--- src/rtl/reg_file_wb.sv ---
// reg_file_wb: 32-entry GPR file with write-through bypass and load scoreboard.
// Define REGFILE_DEBUG_EN for the dbg_num/dbg_data/wb_count debug ports.
module reg_file_wb #(
  parameter int DATA_W = 32,
  parameter int ADDR_W = 5
) (
  input  logic              clk,
  input  logic              rst_n,
  input  logic              we,
  input  logic [ADDR_W-1:0] write_num,
  input  logic [DATA_W-1:0] write_data,
  input  logic [ADDR_W-1:0] rs_num,
  input  logic [ADDR_W-1:0] rt_num,
  output logic [DATA_W-1:0] rs_data,
  output logic [DATA_W-1:0] rt_data,
  input  logic              busy_set,
  input  logic [ADDR_W-1:0] busy_num,
  output logic              stall
`ifdef REGFILE_DEBUG_EN
  ,
  input  logic [ADDR_W-1:0] dbg_num,
  output logic [DATA_W-1:0] dbg_data,
  output logic [31:0]       wb_count
`endif
);

  localparam int NUM_REGS = 2 ** ADDR_W;

  logic [DATA_W-1:0]   regs_q [NUM_REGS];
  logic [NUM_REGS-1:0] busy_q;
  logic [NUM_REGS-1:0] busy_d;
  logic                wr_en;
  logic                rs_hz;
  logic                rt_hz;

  assign wr_en = we && (write_num != '0);

  always_ff @(posedge clk or negedge rst_n) begin
    if (!rst_n) begin
      for (int i = 0; i < NUM_REGS; i++) begin
        regs_q[i] <= '0;
      end
    end else if (wr_en) begin
      regs_q[write_num] <= write_data;
    end
  end

  // Set is applied last so a newer load wins over a retiring write.
  always_comb begin
    busy_d = busy_q;
    if (wr_en) begin
      busy_d[write_num] = 1'b0;
    end
    if (busy_set && (busy_num != '0)) begin
      busy_d[busy_num] = 1'b1;
    end
  end

  always_ff @(posedge clk or negedge rst_n) begin
    if (!rst_n) begin
      busy_q <= '0;
    end else begin
      busy_q <= busy_d;
    end
  end

  always_comb begin
    rs_data = '0;
    rt_data = '0;
    if (rst_n && (rs_num != '0)) begin
      if (wr_en && (write_num == rs_num)) begin
        rs_data = write_data;
      end else begin
        rs_data = regs_q[rs_num];
      end
    end
    if (rst_n && (rt_num != '0)) begin
      if (wr_en && (write_num == rt_num)) begin
        rt_data = write_data;
      end else begin
        rt_data = regs_q[rt_num];
      end
    end
  end

  always_comb begin
    rs_hz = busy_q[rs_num] && (rs_num != '0) &&
            !(wr_en && (write_num == rs_num));
    rt_hz = busy_q[rt_num] && (rt_num != '0) &&
            !(wr_en && (write_num == rt_num));
    stall = rst_n && (rs_hz || rt_hz);
  end

`ifdef REGFILE_DEBUG_EN
  logic [31:0] wb_count_q;
  logic [31:0] wb_count_d;

  assign wb_count_d = wr_en ? wb_count_q + 32'd1 : wb_count_q;

  always_ff @(posedge clk or negedge rst_n) begin
    if (!rst_n) begin
      wb_count_q <= '0;
    end else begin
      wb_count_q <= wb_count_d;
    end
  end

  assign wb_count = wb_count_q;
  assign dbg_data = (dbg_num == '0) ? '0 : regs_q[dbg_num];
`endif

endmodule

--- config.mk ---
export PLATFORM = sky130hd
export DESIGN_NAME = reg_file_wb
export DESIGN_NICKNAME = d
export VERILOG_FILES = /design/src/rtl/reg_file_wb.sv
export SDC_FILE = /design/constraint.sdc
export NUM_CORES = 2
export LEC_CHECK = 0
export BUFFER_PORTS_ARGS = -buffer_cell sky130_fd_sc_hd__buf_4
export CORE_AREA = 2 2 362 364
export DETAILED_ROUTE_END_ITERATION = 6
export DIE_AREA = 0 0 364 366
export MAX_ROUTING_LAYER = met4
export SYNTH_ARGS = -nofsm -noshare
export SYNTH_HDL_FRONTEND = slang
export SYNTH_SLANG_ARGS = --single-unit
--- constraint.sdc ---
create_clock -name clk -period 3 [get_ports clk]
set_input_delay 0.6 -clock clk [delete_from_list [all_inputs] [get_ports clk]]
set_output_delay 0.6 -clock clk [all_outputs]
set_load 0.03 [all_outputs]
==> flow_summary_export.csv <==
group,metric,value,unit
logic_synthesis,synth_top_area_frac,0.458,
logic_synthesis,avgSynthCellArea,14.4,µm²
route,firstDrtPassIters,7,
pwr,swShare,0.283,
sta,hold_ws,-0.0645,ns
sta,worst_slew_pin_slew,1.05,ns
sta,rsz0062_at_grt,"true",
sta,fin_ws,-0.279,ns
clock_network,clockBufferDepth,3,
clock_network,clock_latency,0.75,ns
clock_network,cts_tree,"done",
pwr,p_switching,0.0128,W
clock_network,cts_buffers,116,
sta,fin_crit_sh,1.09,
critical_path,crit_path_start_kind,"flop",
critical_path,worst_ep_arrival_time,2.68,ns
sta,period_needed,3.28,ns
global_route,grt_pass1_wl,297,mm
route,post_drt_wl_per_cell,32.8,µm
placement,port_buffers,120,
global_route,track_usage,0.316,
sta,final_max_slew_viol_count,0,
logic_synthesis,synth_top_flop_cell,"dfrtp_1",
logic_synthesis,synthMuxAreaShare,0.415,
finish,final_nets,4490,
critical_path,rrSetupSlack,1.98,ns
pwr,peakVddDrop,0.530,mV
critical_path,end_kind,"primary output",
logic_synthesis,synthXorXnorAreaFrac,0.00152,
job,max-cap-violations,0,
placement,dp_hpwl,126,mm
pwr,pwr-share-seq,0.422,
pwr,p_comb_frac,0.238,
floorplanning,die_y,366,µm
logic_synthesis,synth-edff-count,0,
pwr,p_total,0.0452,W
sta,fin_worst_skew,0,ns
floorplanning,coreArea,129000,µm²
floorplanning,start_util,0.448,
finish,areaGrowthSynthToFinish,25.2,%
placement,gp_congestion,0.871,
critical_path,r2r_start,"regs_q[497]",
logic_synthesis,synthDistinctLibCells,60,
pwr,clockPowerShare,0.341,
logic_synthesis,ys_ff_latch,1056,
logic_synthesis,synth_area,57800,µm²
logic_synthesis,netlist_instances,4020,
route,drt_iter0_drc,4050,
sta,fmax,305,MHz
logic_synthesis,seq_area_frac_synth,0.458,
route,remaining_drc_errors,2,
route,ant_nets,0,
logic_synthesis,synth_fa_ha_area_frac,0,
clock_network,htreeDepth,3,
route,via_count,40771,
pwr,power.internal,0.0324,W
logic_synthesis,synth_top_family_by_area,"multiplexers",
critical_path,worstPathRequired,2.40,ns
clock_network,cts_root_buffer,"clkbuf_16",
finish,drive_above_1_share,0.585,
global_route,grt_max_degree,167,
floorplanning,die-area,133000,µm²
floorplanning,die_x,364,µm
route,wl,206,mm
floorplanning,rows,132,
global_route,grt_pass1_vias,41075,
pwr,power_density,624,nW/µm²
logic_synthesis,synth_area_leaders,"dfrtp_1, mux2_2, mux4_2",
pwr,p_leak,31.5,nW
critical_path,r2r_end,"regs_q[497]",
clock_network,cts.clk_slew.worst_paths,0.06,ns
global_route,antenna_found_initial,5,
logic_synthesis,yosys.area.top_type,"dfrtp_1",
critical_path,reg2reg_depth,3,
logic_synthesis,synth_simple_gate_area_share,0.0187,
status,status,"complete, but fails checks",
critical_path,path_class,"reg2out",
sta,relSlewSlack,0.300,
logic_synthesis,synth_compound_area_frac,0.0638,
logic_synthesis,yosys_warnings,0,
sta,finalHoldViolations,17,
status,violations,"DRC, hold timing, setup timing",
critical_path,cp_max_fo,3,
floorplanning,ios,121,
sta,setup_viol,65,
hold_path,holdCritPathClass,"in2async",
logic_synthesis,synthArstFlopShare,1.00,
clock_network,cts.sinks,1056,
logic_synthesis,synthesis.nets,4076,
route,viasPerCell,6.49,
global_route,grt.overflow.total,0,
-- cell usage in the layout (no fill, tap or decap), drive strengths merged, types with 4 or more instances in the layout --
cell,count
mux2,1038
buf,749
a31oi,16
nor2b,8
a221o,38
diode,5
o211ai,12
o31ai,24
clkbuf,176
o311ai,10
a221oi,86
a32o,9
nor2,55
mux2i,310
mux4,407
nor3,18
o21ai,90
o32ai,4
clkinv,26
and2,5
o21bai,9
a22oi,22
bufinv,12
o22ai,5
nand2,44
xnor2,10
nand3,34
a22o,38
dfrtp,1056
inv,27
a21oi,83
nand2b,30
o221ai,46
or2,5
-- stage by stage --
stage | TNS [ns] | cell area, µm² | std cells | utilization | setup slack, ns
4_1_cts | -11.01 | 71100 | 6205 | 0.551 | -0.339
2_1_floorplan | -0.0819 | 58100 | 4020 | - | -0.0689
6_report | -11.39 | 72300 | 6279 | 0.561 | -0.279
3_3_place_gp | -17.41 | 64200 | 5854 | 0.498 | -0.567
3_5_place_dp | -17.46 | 64200 | 5854 | 0.498 | -0.519
5_1_grt | -15.18 | 72300 | 6279 | 0.561 | -0.366
-- per-layer routing --
metal  vias up  track usage  wire (µm)
met5         -            -          0
met4         0        0.120       9160
met3       495       0.0496      14000
met2      1801        0.490      97800
met1     22017        0.418      84900
li1      16458            -          -
-- power by group through the flow --
| stage | sequential, W | combinational [W] | clock, W |
|---|---|---|---|
| CTS | 0.0189 | 0.0104 | 0.0156 |
| finish | 0.0190 | 0.0107 | 0.0154 |
| detailed placement | 0.0192 | 0.00938 | 0 |
| global route | 0.0193 | 0.0114 | 0.0161 |
| global placement | 0.0191 | 0.00921 | 0 |
| floorplan | 0.0185 | 0.00689 | 0 |
-- what timing repair did --
item | CTS | global route
resized for setup | 327 | 165
endpoints found under the setup margin | 65 | 65
buffers inserted | 117 | 81
hold endpoints to repair | 1 | 0
hold buffers | 1 | 0
pin swaps | 100 | 85
cloned | 20 | 2
-- sequential cells by signal, summed over array words and instances (netlist names) --
register,count
regs_q,1024
busy_q,32
-- cell type report --
cell class              instances  area, µm²
well taps                    1742       2180
clock buffers                 174       3530
multi-input cells            2482      30700
clock inverters                42        553
repair buffers                753       8800
inverters                      25       98.8
diodes                          5       12.5
flip-flops and latches       1056      26400
fillers                     10378      56700
-- logic make-up (layout without fill, tap and decap cells) --
group                  count (synthesis)  count (layout)
AO/OA/AOI/OAI                        501             501
multiplexers                        1755            1755
flip-flops                          1056            1056
AND/OR/NAND/NOR                      216             216
buffers and inverters                482             994
other                                  0               5
XOR/XNOR                              10              10
-- cells in the mapped netlist (4+ instances only) --
library cell  count
dfrtp_1        1056
mux2_2         1031
mux4_2          397
mux2i_1         310
clkbuf_1        232
buf_2           131
a221oi_1         86
o21ai_0          84
a21oi_1          83
nor2_1           55
o221ai_1         46
nand2_1          44
a221o_1          38
a22o_1           38
buf_6            37
buf_4            36
nand3_1          34
nand2b_1         30
inv_1            24
o31ai_1          23
a22oi_1          22
a31oi_1          16
nor3_1           16
buf_1            13
o211ai_1         12
mux4_1           10
o311ai_0         10
xnor2_1          10
a32o_1            9
o21bai_1          9
nor2b_1           8
buf_8             7
mux2_1            7
o21ai_1           6
o22ai_1           5
and2_1            4
o32ai_1           4
-- worst max-delay path by stage --
stage / depth (start not counted) / to / from / slack, ns
after floorplan: 7 / rs_data[20] / rs_num[0] / -0.07
after global placement: 10 / rt_data[11] / rt_num[0] / -0.57
after detailed placement: 10 / rt_data[11] / rt_num[0] / -0.52
after CTS: 5 / rt_data[24] / regs_q[664] / -0.34
after global routing: 5 / rt_data[24] / regs_q[664] / -0.37
final: 5 / rt_data[24] / regs_q[88] / -0.28
-- critical path, cell delays in order, from the launching register on --
cell	delay, ns
dfrtp_1	0.41
mux4_2	0.46
mux4_2	0.47
nand2b_4	0.15
a32o_2	0.29
buf_6	0.14
No activity file was read; power rests on OpenSTA's default activity.
